File: src/rtl/and_share_arbiter.sv
// and_share_arbiter: round-robin arbiter sharing one W-bit AND unit among
// N_REQ requesters, with a valid/ready request handshake.
//
// Ports:
//   clk        clock, all state on rising edge
//   rst        asynchronous active-high reset
//   req_valid  per-requester request valid
//   req_ready  per-requester accept (one-hot or zero, IDLE only)
//   req_a      operand A, requester i at [i*W +: W]
//   req_b      operand B, requester i at [i*W +: W]
//   rsp_valid  one-hot result strobe, one cycle
//   rsp_data   captured result, held until next capture
//   gate_a     operand A to shared AND unit
//   gate_b     operand B to shared AND unit
//   gate_y     result from shared AND unit
//   busy       high while settling or responding
//   err        sticky result-mismatch flag (ARB_SELFCHECK_EN builds only)
//
// Optional feature macro: ARB_SELFCHECK_EN adds the err port and comparator.

module and_share_arbiter #(
   parameter int N_REQ  = 4,
   parameter int W      = 8,
   parameter int SETTLE = 2
) (
   input  logic               clk,
   input  logic               rst,
   input  logic [N_REQ-1:0]   req_valid,
   output logic [N_REQ-1:0]   req_ready,
   input  logic [N_REQ*W-1:0] req_a,
   input  logic [N_REQ*W-1:0] req_b,
   output logic [N_REQ-1:0]   rsp_valid,
   output logic [W-1:0]       rsp_data,
   output logic [W-1:0]       gate_a,
   output logic [W-1:0]       gate_b,
   input  logic [W-1:0]       gate_y,
   output logic               busy
`ifdef ARB_SELFCHECK_EN
  ,output logic               err
`endif
);

   localparam int IW = $clog2(N_REQ);
   localparam int CW = $clog2(SETTLE + 1);

   localparam logic [1:0] S_IDLE   = 2'd0;
   localparam logic [1:0] S_SETTLE = 2'd1;
   localparam logic [1:0] S_RESP   = 2'd2;

   logic [1:0]    state;
   logic [IW-1:0] rr_ptr;
   logic [IW-1:0] grant;
   logic [CW-1:0] cnt;

   logic [IW-1:0] win;
   logic          found;
   logic [IW:0]   sum;
   logic          hs;
   logic [IW-1:0] rr_next;

   // Rotating priority search starting at rr_ptr; first valid requester wins.
   always_comb begin
      found = 1'b0;
      win   = '0;
      sum   = '0;
      for (int k = 0; k < N_REQ; k++) begin
         sum = {1'b0, rr_ptr} + (IW+1)'(k);
         if (sum >= (IW+1)'(N_REQ))
            sum = sum - (IW+1)'(N_REQ);
         if (!found && req_valid[sum[IW-1:0]]) begin
            found = 1'b1;
            win   = sum[IW-1:0];
         end
      end
   end

   assign hs = (state == S_IDLE) && found;

   // Ready is suppressed while reset is held so outputs read zero.
   always_comb begin
      req_ready = '0;
      if (hs && !rst)
         req_ready[win] = 1'b1;
   end

   always_comb begin
      rsp_valid = '0;
      if (state == S_RESP)
         rsp_valid[grant] = 1'b1;
   end

   assign busy = (state == S_SETTLE) || (state == S_RESP);

   assign rr_next = (grant == IW'(N_REQ - 1)) ? '0 : grant + 1'b1;

   always_ff @(posedge clk or posedge rst) begin
      if (rst) begin
         state    <= S_IDLE;
         rr_ptr   <= '0;
         grant    <= '0;
         cnt      <= '0;
         gate_a   <= '0;
         gate_b   <= '0;
         rsp_data <= '0;
`ifdef ARB_SELFCHECK_EN
         err      <= 1'b0;
`endif
      end else begin
         unique case (state)
            S_IDLE: begin
               if (hs) begin
                  gate_a <= req_a[win*W +: W];
                  gate_b <= req_b[win*W +: W];
                  grant  <= win;
                  cnt    <= CW'(SETTLE - 1);
                  state  <= S_SETTLE;
               end
            end
            S_SETTLE: begin
               if (cnt == '0) begin
                  rsp_data <= gate_y;
                  state    <= S_RESP;
`ifdef ARB_SELFCHECK_EN
                  if (gate_y != (gate_a & gate_b))
                     err <= 1'b1;
`endif
               end else begin
                  cnt <= cnt - 1'b1;
               end
            end
            S_RESP: begin
               rr_ptr <= rr_next;
               state  <= S_IDLE;
            end
            default: state <= S_IDLE;
         endcase
      end
   end

endmodule
File: config.mk
export PLATFORM = sky130hd
export DESIGN_NAME = and_share_arbiter
export DESIGN_NICKNAME = d
export VERILOG_FILES = /design/src/rtl/and_share_arbiter.sv
export SDC_FILE = /design/constraint.sdc
export NUM_CORES = 1
export LEC_CHECK = 0
export BUFFER_PORTS_ARGS = -buffer_cell sky130_fd_sc_hd__buf_2
export CAP_MARGIN = 20
export CORE_ASPECT_RATIO = 1.5
export CORE_MARGIN = 2
export CORE_UTILIZATION = 41
export DETAILED_ROUTE_END_ITERATION = 8
export PLACE_DENSITY_LB_ADDON = 0.1
export SLEW_MARGIN = 30
export SYNTH_ARGS = -nofsm -noshare
export SYNTH_HDL_FRONTEND = slang
export SYNTH_SLANG_ARGS = --single-unit
File: constraint.sdc
create_clock -name clk -period 1.5 [get_ports clk]
set_input_delay 0.3 -clock clk [delete_from_list [all_inputs] [get_ports clk]]
set_output_delay 0.3 -clock clk [all_outputs]
set_load 0.02 [all_outputs]
* Word-level counts from Yosys, hierarchy flattened *
Index checks and enable logic that the tools add are counted.

storage, ports and cells
  output and inout bits = 33
  bits in registers = 32

operators by class
  shifts and indexed selects = 2
  multiplexer cells = 32
  reductions and logical operators = 19
  eq/ne operators = 6
  $lt $le $gt $ge = 12
  add/subtract/negate cells = 9

operators with widths
  kind                 number
  $shiftx 32x6->8      2
  $mux 2               12
  $lt 2x3->1 const B   6
  $mux 1               10
  $sub 2x1->2 const B  5
  $ge 3x3->1 const B   3
  $bmux 1 s2           4
  $mux 4               2
  $pmux 2 s2           2
  $logic_and 1x1->1    7
  $add 2x2->3 const B  2
  $reduce_and 2->1     3
  $demux 1 s2          2
  $eq 2x2->1 const B   2
  $ge 2x1->1 const B   2
  $logic_not 1->1      4
  $logic_not 2->1      2
  $ne 2x2->1 const B   2
  $add 2x1->3 const B  1
  $ge 2x3->1 const B   1
  $reduce_and 3->1     1
  $add 2x1->2 const B  1
  $eq 2x1->1 const B   1
  $ne 2x1->1 const B   1
  2 further kinds      2

* Depth between registers and ports, before layout *
  depth in word-level cells = 19
  mapped depth = 7

* Worst setup path before layout *
OpenSTA, ideal clock, no wires.

  kind = input port to output port
  start point = input req_valid[0]
  end point = output req_ready[3]
  stages on the path = 6
  data arrival time = 1.598 ns
  path buffers = 2
  setup slack = -0.398 ns
  data required time = 1.200 ns
  path through = buf_2 -> nor2b_1 -> o21bai_2 -> buf_2 -> nand3_1 -> nor3_1

on the way
  longest elaborated chain between the ends = 17
  elaborated cells on any way between the ends = 30
  classes of those cells = 2 x order compare; 19 x mux; 9 x reduce/logical

RTL lines
  what                                                                   line  text
  from (decl)                                                            28    input logic [N_REQ-1:0] req_valid,
  $bmux 1 s2                                                             70    if (!found && req_valid[sum[IW-1:0]]) begin
  $mux 1 (not written as such)                                           70
  $mux 1                                                                 70
  $logic_not 1->1                                                        70
  $logic_and 1x1->1                                                      70
  $mux 1                                                                 70
  $logic_not 1->1                                                        70
  $logic_and 1x1->1                                                      70
  $mux 1                                                                 70
  $logic_not 1->1                                                        70
  $logic_and 1x1->1                                                      70
  $mux 2                                                                 70
  $lt 2x3->1 (not written as such) / $ge 2x1->1 (equally long branches)  83    req_ready[win] = 1'b1;
  $logic_and 1x1->1 (not written as such)                                83
  $mux 1 (not written as such)                                           83
  $demux 1 s2                                                            83
  $mux 4 *                                                               82    if (hs && !rst)
  to (decl)                                                              29    output logic [N_REQ-1:0] req_ready,

Every way passes the cells marked *; elsewhere a longest branch is shown, timed or not. The select of a mux whose other input is x is not followed.

* Worst setup path after layout *
  start point = register state[1]
  end point = output req_ready[3]

on the way
  longest elaborated chain between the ends = 4

RTL lines
  what                    line  text
  from (decl)             50    logic [1:0] state;
  from (signal assigned)  98    state <= S_IDLE;
  from (signal assigned)  116   state <= S_SETTLE;
  from (signal assigned)  122   state <= S_RESP;
  $logic_not 2->1         77    assign hs = (state == S_IDLE) && found;
  $logic_and 1x1->1       77
  $logic_and 1x1->1       82
  $mux 4                  82

No other way between the ends.

==> metrics.txt <==
Fin Hold WS=96.2 ps; worst-path fanout max=5; Sink Count=32; synthesis-to-finish area growth=65.3%; H-tree lvl count=2; Cells after Synth=231; met3 GRT Util=0.0515; I/O pin count=111; worst skew pair latency=290 ps; clk buf depth=2; R2R Setup Slk=-170 ps; Pre-antenna DRT Iters=4; Synthesized Nets=318; Ys Warns=0; startpoint types=register; Post-synth EDFFs=0; GRT overflow=0; CTS tree=yes; Final min period=1930 ps; Multi-input gate area=1430 um^2; Worst Max-Slew Pin Slew=360 ps; grt met2 use=0.479; Final Power=6.88 mW; library cells used by synthesis=39; Root Driver=clkbuf_8; hold violation count in the final report=0; Avg WL per Cell=15.9 um; storage element area=803 um^2; slowest stage cell on the critical path=dfrtp_1; Critical Path, Cell by Cell=inv_2, ha_4, or2b_1, buf_12, nor3_4, buf_6; pre-CTS WS=-204 ps; drt total wl=7040 um; VDD IR-drop max=970 uV; fmax=0.519 GHz; layout cells sized above 1=0.626; clock-pin slew on the worst setup and hold paths=70 ps; Crit. End Element=output pin; vias=2347; DPL Wire Length=5160 um; min-delay worst type=primary input to async pin; WP data arrival=1630 ps; Period Utilization, post-route=1.29; sequential share of the synthesized area=0.376; Vert. Die Dim=92.3 um; area post-placement=3020 um^2; Mapped Area=2130 um^2; GPL Wtd Cong=0.783; WS Path Type=register to output pin; vias per cell=5.31; design area=3520 um^2; number of buffers inserted by hold repair at cts=0; Setup TNS=-3260 ps; Final Util=0.692; Required @ worst endpoint=1200 ps; max cap viols=0; max incr delay on CP=400 ps; Starting Density=0.419; n_diodes=0; nets@finish=460; Core Box Area=5080 um^2; standard-cell rows=32; GRT Max-Usage Layer=met2; worst clock skew=5.84 ps; status=finished with violations; die width=62.8 um; fin cells=442; count of input and output buffers=110; RR Startpoint=state[1]$_DFFE_PP0P_; failing checks=setup timing; # fillers=444; max-slew violations=0; CTS Buf Count=5; DIE AREA=5800 um^2; ys async rst share=1.00; Leak Pwr=1.68 nW; vias in the first global route=2521; R2R Path End=gate_b[4]$_DFFE_PP0P_; DRT iter0 DRCs=130; Most used DFF post-synth=dfrtp_1; antenna violations before repair=0; first-pass GRT wire length=11700 um; Setup Viol. Count Final=25; Avg Cell Area, Syn=9.22 um^2; pwr dens=1950 nW/um^2; final worst slack=-428 ps; synthesized flop and latch total=32; Reg2Reg Depth=8; largest net degree at the start of global routing=24; ANT nets after route=0; gr usage total=0.256; RSZ-0062 raised after global routing=yes; DRC errors left=0; placed insts=426; max_slew headroom=0.758; met1 Usage GRT=0.275
==> worst max-delay path by stage <==
stage                                      from           end  slack (ps)  cells after the start
after CTS                  state[1]$_DFFE_PP0P_  req_ready[3]        -400                      6
after global placement             req_valid[3]  req_ready[2]        -250                      6
final                      state[1]$_DFFE_PP0P_  req_ready[3]        -430                      6
after global routing       state[1]$_DFFE_PP0P_  req_ready[3]        -500                      6
after floorplan           rr_ptr[0]$_DFFE_PP0P_  req_ready[0]        -130                      6
after detailed placement           req_valid[3]  req_ready[3]        -200                      6
==> layout make-up <==
class,count,area share
Clock buffer,5,0.0195
Clock inverter,3,0.0121
Inverter,9,0.0114
Multi-Input combinational cell,170,0.405
Sequential cell,32,0.228
Tap cell,68,0.0242
Timing Repair Buffer,155,0.300
==> routing by layer <==
metal  vias up  share of wire
li1       1131              -
met1      1124           0.37
met4         0         0.0087
met3         4          0.052
met2        88           0.57
met5         -              0
==> logic make-up (layout without fill, tap and decap cells) <==
kind of cell	after synthesis	count (layout)	share of synthesized area
adders and majority gates	9	9	0.0529
muxes	11	11	0.0582
AOI/OAI and AO/OA	89	89	0.278
DFF	32	32	0.376
and+or+nand+nor	61	61	0.155
buffers and inverters	29	172	0.0799
==> synth_stat cells (all sizes together) (5+ instances only) <==
cell type	instances	area, um^2
a21oi	23	153
a22oi	17	128
a31oi	16	100
and3	18	113
buf	14	113
clkbuf	6	23.8
dfrtp	32	801
ha	9	113
inv	9	33.8
mux2	11	124
nor2	20	75.1
nor3	5	25.0
o21ai	20	100
==> registers in the layout, indices dropped and copies added (netlist names) <==
signal / count
rr_ptr: 2
state: 2
grant: 2
gate_b: 8
gate_a: 8
rsp_data: 8
cnt: 2
==> power by group <==
group | leakage, nW | total (mW) | internal (mW) | switching [mW]
clock | 0.0541 | 0.840 | 0.491 | 0.349
sequential | 0.370 | 1.57 | 1.31 | 0.255
combinational | 1.26 | 4.48 | 2.13 | 2.35
==> worst max-delay path: cells and delay by family, from the launching register on <==
kind	cells	cell delay (ps)
adder cells (fa/ha/maj)	1	130
flip-flops	1	400
AND/OR/NAND/NOR	2	420
buffers and inverters	3	380
==> timing repair <==
action,4_1_cts,5_1_grt
endpoints found under the setup margin,25,37
pin swaps,9,16
gates cloned,0,1
setup buffers,7,6
resized for setup,49,33
==> cell usage in the layout (no fill, tap or decap), types with 6 or more instances in the layout <==
| master | n |
|---|---|
| buf_2 | 102 |
| dfrtp_1 | 30 |
| buf_4 | 30 |
| nor2_1 | 19 |
| and3_1 | 16 |
| a21oi_2 | 16 |
| a31oi_1 | 16 |
| buf_6 | 16 |
| o21ai_1 | 12 |
| mux2_2 | 11 |
| a22oi_2 | 11 |
| o21ai_0 | 8 |
| a21oi_1 | 6 |
| a22oi_1 | 6 |
Power figures use the tool's default switching activity.
